<file path="config.mk">
export PLATFORM = sky130hd
export DESIGN_NAME = stack_arbiter
export DESIGN_NICKNAME = d
export VERILOG_FILES = /design/src/rtl/stack_arbiter.sv
export SDC_FILE = /design/constraint.sdc
export NUM_CORES = 1
export LEC_CHECK = 0
export ABC_AREA = 1
export CAP_MARGIN = 20
export CORE_MARGIN = 4
export CORE_UTILIZATION = 54
export DETAILED_ROUTE_END_ITERATION = 8
export GPL_TIMING_DRIVEN = 1
export PLACE_DENSITY_LB_ADDON = 0.3
export SYNTH_ARGS = -nofsm -noshare
export SYNTH_HDL_FRONTEND = slang
export SYNTH_SLANG_ARGS = --single-unit
export TNS_END_PERCENT = 30
</file>
<file path="constraint.sdc">
create_clock -name clk -period 3.76 [get_ports clk]
set_input_delay 0.752 -clock clk [delete_from_list [all_inputs] [get_ports clk]]
set_output_delay 0.752 -clock clk [all_outputs]
set_load 0.02 [all_outputs]
</file>
<file path="src/rtl/stack_arbiter.sv">
// Round-robin two-port arbiter around a 4x4-bit stack, one operation per grant.
// Define STACK_ARB_FIXED_PRIO_EN to give requester A fixed priority on ties.
module stack_arbiter (
  input  logic       clk,
  input  logic       rst,
  input  logic       req_a,
  input  logic [1:0] op_a,
  input  logic [3:0] din_a,
  input  logic       req_b,
  input  logic [1:0] op_b,
  input  logic [3:0] din_b,
  output logic       ack_a,
  output logic       ack_b,
  output logic       err,
  output logic [3:0] dout,
  output logic [2:0] count,
  output logic       full,
  output logic       empty,
  output logic       busy
);

  typedef enum logic [1:0] {IDLE, EXEC, ACK} state_t;

  localparam logic [1:0] OP_PUSH  = 2'b00;
  localparam logic [1:0] OP_POP   = 2'b01;
  localparam logic [1:0] OP_PEEK  = 2'b10;
  localparam logic [1:0] OP_CLEAR = 2'b11;

  state_t     state;
  logic [3:0] mem [4];
  logic       gnt_b;
  logic [1:0] op;
  logic [3:0] din;
  logic       pick_b;
  logic [1:0] top;

  assign top = count[1:0] - 2'd1;

`ifdef STACK_ARB_FIXED_PRIO_EN
  assign pick_b = !req_a;
`else
  logic last_b;
  // On a tie the requester that did not win last time gets the grant
  assign pick_b = req_b && (!req_a || !last_b);
`endif

  always_ff @(posedge clk) begin
    if (rst) begin
      state <= IDLE;
      count <= '0;
      for (int i = 0; i < 4; i++) mem[i] <= '0;
      dout  <= '0;
      err   <= 1'b0;
      ack_a <= 1'b0;
      ack_b <= 1'b0;
      busy  <= 1'b0;
      full  <= 1'b0;
      empty <= 1'b1;
      gnt_b <= 1'b0;
      op    <= '0;
      din   <= '0;
`ifndef STACK_ARB_FIXED_PRIO_EN
      last_b <= 1'b1;
`endif
    end else begin
      unique case (state)
        IDLE: begin
          if (req_a || req_b) begin
            gnt_b <= pick_b;
            op    <= pick_b ? op_b : op_a;
            din   <= pick_b ? din_b : din_a;
`ifndef STACK_ARB_FIXED_PRIO_EN
            last_b <= pick_b;
`endif
            busy  <= 1'b1;
            state <= EXEC;
          end
        end
        EXEC: begin
          ack_a <= !gnt_b;
          ack_b <= gnt_b;
          err   <= 1'b0;
          state <= ACK;
          unique case (op)
            OP_PUSH: begin
              if (count != 3'd4) begin
                mem[count[1:0]] <= din;
                count <= count + 3'd1;
                full  <= (count == 3'd3);
                empty <= 1'b0;
              end else begin
                err <= 1'b1;
              end
            end
            OP_POP: begin
              if (count != 3'd0) begin
                dout     <= mem[top];
                mem[top] <= '0;
                count    <= count - 3'd1;
                empty    <= (count == 3'd1);
                full     <= 1'b0;
              end else begin
                dout <= '0;
                err  <= 1'b1;
              end
            end
            OP_PEEK: begin
              if (count != 3'd0) begin
                dout <= mem[top];
              end else begin
                dout <= '0;
                err  <= 1'b1;
              end
            end
            OP_CLEAR: begin
              for (int i = 0; i < 4; i++) mem[i] <= '0;
              count <= '0;
              full  <= 1'b0;
              empty <= 1'b1;
            end
            default: ;
          endcase
        end
        ACK: begin
          ack_a <= 1'b0;
          ack_b <= 1'b0;
          busy  <= 1'b0;
          state <= IDLE;
        end
        default: state <= IDLE;
      endcase
    end
  end

endmodule

</file>
Word-level counts from Yosys, hierarchy flattened
Memory sizes are Yosys's and may differ from the RTL's.
Cells that the tools add are included.
{"block": "totals", "mem_count": 1, "wordCells": 98, "out_inout_bits": 13, "ramBits": 16, "register_bits": 23}
{"block": "classes", "n_mux": 47, "n_reduce_logical": 19, "eq_ne": 11, "bitwise_logic": 4, "addsub": 3}
{"memory": "mem", "depth": 4, "word_bits": 4, "read_ports": 1, "rd_ports_with_merged_regs": 0, "wr": 4, "line_no": "30", "rtl": "logic [3:0] mem [4];"}
{"op": "$mux W4", "n": 8}
{"op": "$mux W1", "n": 25}
{"op": "$pmux W3 S3", "n": 1}
{"op": "$mux W2", "n": 4}
{"op": "$pmux W1 S2", "n": 4}
{"op": "$reduce_or A4 Y1", "n": 2}
{"op": "$eq A2 B2 Y1 const B", "n": 3}
{"op": "$mux W3", "n": 2}
{"op": "$ne A2 B2 Y1 const B", "n": 3}
{"op": "$pmux W1 S3", "n": 2}
{"op": "$reduce_and A2 Y1", "n": 3}
{"op": "$reduce_bool A3 Y1", "n": 2}
{"op": "$eq A2 B1 Y1 const B", "n": 2}
{"op": "$logic_not A2 Y1", "n": 2}
{"op": "$or A1 B1 Y1", "n": 4}
{"op": "$pmux W2 S2", "n": 1}
{"op": "$reduce_and A4 Y1", "n": 1}
{"op": "$reduce_bool A2 Y1", "n": 2}
{"op": "$add A3 B1 Y3 const B", "n": 1}
{"op": "$eq A3 B1 Y1 const B", "n": 1}
{"op": "$eq A3 B2 Y1 const B", "n": 1}
{"op": "$logic_not A1 Y1", "n": 3}
{"op": "$ne A3 B3 Y1 const B", "n": 1}
{"op": "$sub A3 B1 Y3 const B", "n": 1}
{"op": "4 further kinds", "n": 5}

Longest topological paths before layout
Gate-level depths: netlist (run 1).
{"block": "depth", "depth_word": 9, "depth_mapped": 11, "mapped_depth_nobuf": 9}

Worst setup path after synthesis (run 1)
OpenSTA, ideal clock, no wires.
{"block": "synth_path", "path_kind": "reg-to-reg", "startpoint": "register count[0]", "endpoint": "memory mem[1][0], enable pin", "slack_ns": 1.509, "t_required_ns": 3.425, "synth_period_minus_slack_ns": 2.251, "arrival_time_ns": 1.916, "n_path_buf": 2, "setup_time_ns": 0.335, "stages_incl_launch_ff": 10, "path_cell_list": "dfxtp_1 buf_2 inv_1 buf_2 ha_1 nand2_2 nand3_4 nand2_2 nand3_4 o21ai_1"}
{"item": "start: declaration", "line_no": "16", "rtl": "output logic [2:0] count,"}
{"item": "start signal: assignment", "line_no": "88", "rtl": "count <= count + 3'd1;"}
{"item": "start signal: assignment", "line_no": "99", "rtl": "count <= count - 3'd1;"}
{"item": "end: declaration", "line_no": "30"}

==> results.md, run 1 <==
- Worst slew pin tran: 0.726 ns
- Power density of the placed cells: 490 nW/um^2
- Area of all sequential standard cells: roughly 940 um^2
- Filler Cells Inserted: between 200 and 300
- Tcrit/Tclk final: 0.683
- Count of H-tree levels built during CTS: 2
- Worst r2r src: count[0]
- Count of buffers from port buffering: 28
- Fraction of layout instances using a drive strength above 1: 0.0758
- Total grt overflow: 0
- Final setup viols: 0
- Logic depth of the worst register-to-register path: 7
- Worst Path Class, Setup: reg2reg
- First-pass iteration count of the detailed router: 4
- Remaining DRCs: 0
- Drt total wl: 4080 um
- Yosys reg bits: 39
- Global-route wire length before repair: 6600 um
- Net switching power: 355 uW
- Combinational share of power: 0.245
- Syn Std Cell Area: ~2000 um^2
- Clock Tree Root: sky130_fd_sc_hd__clkbuf_8
- Std-Cell Rows: 21
- Clock transition at path regs: roughly 0.070 ns
- Max incr delay on CP: between 0.6 and 0.7 ns
- CP bufs+invs: 2
- Library cells used by synthesis: 24
- Wirelength per Cell: 12.6 um
- Clock period minus worst slack: 2.57 ns
- Cell-by-cell trace of the critical path: inv_1, ha_1, inv_1, nand4_1, nand2_2, nand3_2, nand2_1
- Minimum setup slack among reg-to-reg paths: 1.19 ns
- Global placement routability congestion: around 0.85
- Area enclosed by the die boundary: around 4800 um^2
- Crit start category: flop
- Floorplan Core Area: 3470 um^2
- Total via count in the routed design: roughly 1700
- Post-CTS Setup Inserts: 0
- Max Buffers Root-to-Sink: 2
- Die outline height: roughly 69 um
- Hold Path Class: reg2reg
- I/O Pins: 29
- Setup crit start: count[0]
- Final count of hold timing violations: 0
- Post-detailed-route count of antenna-violating nets: 0
- Number of antenna violations at the first check in global routing: 0
- Net switching share of the total power: 0.294
- Fin Setup TNS: 0 ns
- Combined area of the multi-input logic cells: 973 um^2
- Remaining max-slew budget at the tightest pin: 0.514
- Clock net sink count: 39
- Iter 0 DRT Violations: 120
- Clock tree skew after final layout: about 0.0067 ns
- Detailed placer's ending HPWL: between 2000 and 3000 um
- Yosys warnings: 0
- WHS: 0.465 ns
- Clock insertion delay at the later pin of the skew report: a little under 0.3 ns
- Flop pwr share: 0.419
- Largest fanout on the critical path: 13
- Vias/cell: 5.23
- N_diodes: 0
- CP Capture Point: mem[2][0]
- Setup repair after global routing missed its margin: no
- Number of nets in the synthesized netlist: between 200 and 300
- Peak clock frequency supported by timing: around 390 MHz
- Sequential element share of the synthesized area: 0.465
- CTS tree: done
- Pin count of the biggest net entering global routing: 16
- Post-synthesis average cell area: a little over 8 um^2
- Count of nets after finishing: approximately 300
- Count of pins over their slew limit: 0
- Post-layout instance area: around 2500 um^2
- Most Frequent Cell on Critical Path: sky130_fd_sc_hd__inv_1
- Via count of the first global-routing pass: roughly 1500
- X dimension of the die: approximately 70 um
- CP endpoint kind: flop
- Max_cap viols: 0
- Worst flop-to-flop path endpoint: mem[2][0]
- Area of placed instances: about 2300 um^2
- Post-CTS Resized: 0
- Count of cell instances traversed by the critical path: 7
- Synthesized netlist cell count: about 250
- Outcome: finished, final reports clean
- Portion of total power attributed to the clock network: 0.336
- Number of buffers created by CTS: 5
- Cell family with most CP delay: flip-flops
- Static leakage power: 0.00102 uW
- Relative area change from synthesis to final layout: 21.8%
- Required time worst endpoint: ~3.8 ns
- IR Drop Worst-Case VDD: 0.274 mV
- Highest-delay cell along the critical path: sky130_fd_sc_hd__dfxtp_1
- Aggregate global-route resource usage: 0.172
- Number of hold buffers added after CTS: 0
- Initial cell density of the core: 0.583
- Data arrival, critical path: ~2.6 ns
- Cell-internal power: between 800 and 900 uW
cell families (layout without fill, tap and decap cells):
kind of cell	Yosys count	in the layout	synth area share
DFF	39	39	0.465
AOI/OAI and AO/OA	43	43	0.115
adders and majority gates	13	13	0.0804
and+or+nand+nor	125	125	0.286
buffers and inverters	27	57	0.0538
cell usage after synthesis (all sizes together):
cell,instances,area (um^2)
a211oi,2,15.0
a21oi,10,50.1
a31oi,6,37.5
buf,6,30.0
dfxtp,23,460
edfxtp,16,480
ha,13,163
inv,21,78.8
nand2,65,262
nand3,11,90.1
nand4,3,25.0
nor2,37,155
nor3,8,40.0
o211a,1,10.0
o21ai,24,120
or2,1,6.26
worst min-delay path by stage:
stage | from | endpoint | slack (ns) | cells past startpoint
after floorplan | last_b | last_b | 0.43 | 2
after global placement | empty | empty | 0.44 | 2
after detailed placement | empty | empty | 0.45 | 2
after CTS | empty | empty | 0.47 | 2
after global routing | empty | empty | 0.49 | 2
final | empty | empty | 0.46 | 2
worst reg2reg max path, stage by stage (launching register included):
cell and delay (ns):
sky130_fd_sc_hd__dfxtp_1 0.63, sky130_fd_sc_hd__inv_1 0.33, sky130_fd_sc_hd__ha_1 0.47, sky130_fd_sc_hd__inv_1 0.23
sky130_fd_sc_hd__nand4_1 0.14, sky130_fd_sc_hd__nand2_2 0.15, sky130_fd_sc_hd__nand3_2 0.14, sky130_fd_sc_hd__nand2_1 0.18
area by class of cell:
| class | instances | share of cell area |
|---|---|---|
| Clock buffer | 6 | 0.0295 |
| Multi-Input combinational cell | 181 | 0.395 |
| Timing Repair Buffer | 28 | 0.114 |
| Sequential cell | 39 | 0.382 |
| Tap cell | 46 | 0.0234 |
| Inverter | 21 | 0.0320 |
| Clock inverter | 2 | 0.0244 |
power groups by stage:
stage	registers, uW	logic, uW	clock network (uW)
2_1_floorplan	525	187	0
3_3_place_gp	514	285	0
3_5_place_dp	514	291	0
4_1_cts	505	295	409
5_1_grt	511	328	432
6_report	506	296	406
flip-flops by register name, indices dropped and copies added, names as in the netlist, 2 cells and up:
signal  cells
din         4
op          2
count       3
mem        16
dout        4
state       2
routing by layer:
layer  GRT usage  vias to the layer above  wire (um)
li1            -                      877          -
met1       0.214                      757       1840
met2       0.284                       51       1940
met3      0.0435                        5        258
met4      0.0716                        0         39
met5           0                        -          0
through the flow:
stage	std cells	worst slack [ns]	util	total power, uW
global placement	315	1.06	0.672	800
floorplan	247	1.51	-	712
CTS	323	1.23	0.710	1210
global route	323	1.00	0.710	1270
detailed placement	315	0.974	0.672	805
finish	323	1.19	0.710	1210
cells in the final DEF (no fill, tap or decap), drive strengths merged:
cell / count
clkdlybuf4s50: 28
nand4: 3
dfxtp: 23
clkbuf: 6
or2: 1
bufinv: 2
nand3: 11
o21ai: 24
a211oi: 2
a31oi: 6
nor3: 8
a21oi: 10
inv: 21
ha: 13
o211a: 1
nand2: 65
edfxtp: 16
nor2: 37
Note: power is estimated with default switching activity, not from simulation.
==> inputs of run 2 (changes only) <==
Settings changed: CORE_UTILIZATION 54 to 49.
Clock period 3.76 ns to 2.1 ns, I/O delays scaled along.
==> results.md, run 2 (synthesis gave the netlist of run 1 again) <==
- Most Frequent Cell on Critical Path: sky130_fd_sc_hd__nand3_4
- Hold Path Class: reg2reg
- Detailed placer's ending HPWL: around 3100 um
- Relative area change from synthesis to final layout: 22.5%
- Final core occ: 0.620
- Initial cell density of the core: 0.506
- Peak clock frequency supported by timing: around 530 MHz
- Count of buffers from port buffering: 28
- Outcome: finished, final reports clean
- Worst Path Class, Setup: reg2reg
- Logic depth of the worst register-to-register path: 8
- Registers with the highest flip-flop counts: mem: 16 flops, din: 4 flops, dout: 4 flops
- Hold Path Stages: 2
- Clock Tree Root: sky130_fd_sc_hd__clkbuf_8
- Worst slew pin tran: about 0.7 ns
- Setup repair after global routing missed its margin: no
- Max Buffers Root-to-Sink: 2
- Die outline height: 72.3 um
- Max_cap viols: 0
- CP endpoint kind: flop
- Final setup viols: 0
- Minimum setup slack among reg-to-reg paths: 0.21 ns
- Power, Total: approximately 1900 uW
- Hold wc startpoint: last_b
- Number of hold buffers added after CTS: 0
- Max incr delay on CP: ~0.33 ns
- X dimension of the die: ~72 um
- Clock transition at path regs: ~0.070 ns
- Biggest register: mem
- Static leakage power: around 0.0010 uW
- Fraction of layout instances using a drive strength above 1: 0.106
- CP bufs+invs: 2
- Global-route wire length before repair: 6900 um
- Worst r2r src: state[1]
- IR Drop Worst-Case VDD: 0.362 mV
- Power density of the placed cells: 778 nW/um^2
- Cell family with most CP delay: simple AND/OR/NAND/NOR gates
- Fin Setup TNS: 0 ns
- Worst flop-to-flop path endpoint: mem[1][0]
- Area enclosed by the die boundary: between 5000 and 6000 um^2
- Clock insertion delay at the later pin of the skew report: between 0.2 and 0.3 ns
- Total grt overflow: 0
- Remaining max-slew budget at the tightest pin: 0.531
- I/O Pins: 29
- Total via count in the routed design: ~1700
- Count of H-tree levels built during CTS: 2
- Post-CTS Setup Inserts: 0
- First-pass iteration count of the detailed router: 4
- Aggregate global-route resource usage: 0.170
- Via count of the first global-routing pass: between 1500 and 2000
- Combined area of the multi-input logic cells: approximately 1000 um^2
- Required time worst endpoint: approximately 2.1 ns
- Number of antenna violations at the first check in global routing: 0
- Highest-delay cell along the critical path: sky130_fd_sc_hd__dfxtp_1
- Data arrival, critical path: around 1.9 ns
- Number of flip-flops in the largest register: 16
- Cell-by-cell trace of the critical path: inv_1, ha_1, inv_2, nor2_8, nand3_4, nand2_2, nand3_4, o21ai_2
- Clock tree skew after final layout: between 0.002 and 0.003 ns
- Drt total wl: ~4100 um
- Count of cell instances traversed by the critical path: 8
- Remaining DRCs: 0
- Number of buffers created by CTS: 5
- Filler Cells Inserted: 352
- Post-layout instance area: about 2500 um^2
- N_diodes: 0
- Post-CTS Resized: 0
- Commonest non-fill, non-tap cell in the layout: sky130_fd_sc_hd__nand2_1
- Vias/cell: between 5 and 6
- Clock net sink count: 39
- Count of nets after finishing: ~310
- Tcrit/Tclk final: 0.901
- Pin count of the biggest net entering global routing: 16
- Area of placed instances: 2400 um^2
- Iter 0 DRT Violations: 73
- Worst hold path endpoint: last_b
- Area of all sequential standard cells: roughly 940 um^2
- Floorplan Core Area: between 4000 and 5000 um^2
- Crit start category: flop
- Highest-count cells in the layout ignoring fill and taps: 60 x sky130_fd_sc_hd__nand2_1, 36 x sky130_fd_sc_hd__nor2_1, 28 x sky130_fd_sc_hd__clkdlybuf4s50_1, 22 x sky130_fd_sc_hd__dfxtp_1, 21 x sky130_fd_sc_hd__o21ai_0
- Post-detailed-route count of antenna-violating nets: 0
- CTS tree: done
- Largest fanout on the critical path: 8
- Count of pins over their slew limit: 0
- Global placement routability congestion: 0.825
- Wirelength per Cell: 12.1 um
- Clock period minus worst slack: between 1.5 and 2 ns
- Std-Cell Rows: 23
- Final count of hold timing violations: 0
-- run 2: report_power, final --
group          internal (uW)  leakage [uW]  total (uW)  switching, uW
Combinational            216      0.000637         561            345
Sequential               857      0.000356         894           37.1
Clock                    228     0.0000426         473            245
Total                   1300       0.00104        1930            627
-- run 2: routing by layer --
metal | wire length (um) | part of all wire | GRT usage | vias to the layer above
met4 | 65 | 0.016 | 0.0752 | 0
li1 | - | - | - | 891
met5 | 0 | 0 | 0 | -
met2 | 1930 | 0.48 | 0.287 | 45
met1 | 1810 | 0.45 | 0.202 | 739
met3 | 249 | 0.061 | 0.0457 | 8
-- run 2: worst max path at each step --
stage / start / end
final: state[1] / mem[1][0]
after floorplan: count[0] / mem[2][0]
after global routing: state[1] / mem[1][1]
after detailed placement: rst / mem[1][0]
after CTS: state[1] / mem[1][3]
after global placement: rst / mem[3][2]
-- run 2: metrics by stage --
stage | cells | hold slack, ns | setup slack (ns)
after floorplan | 247 | 0.429 | 0.00305
after global placement | 326 | 0.444 | 0.0914
final | 334 | 0.465 | 0.209
after global routing | 334 | 0.498 | 0.0642
after detailed placement | 326 | 0.454 | 0.0375
after CTS | 334 | 0.465 | 0.212
-- run 2: layout make-up --
| cell class | count | area share |
|---|---|---|
| clock buffer | 6 | 0.0293 |
| sequential | 39 | 0.380 |
| multi-input combinational | 181 | 0.396 |
| clock inverter | 2 | 0.00353 |
| inverter | 21 | 0.0318 |
| timing repair buffer | 35 | 0.134 |
| tap | 50 | 0.0252 |
-- run 2: tightest hold or removal path: stages, from the launching register on --
cell and delay (ns):
sky130_fd_sc_hd__dfxtp_1 0.33, sky130_fd_sc_hd__nand2_1 0.05, sky130_fd_sc_hd__nand3_1 0.05
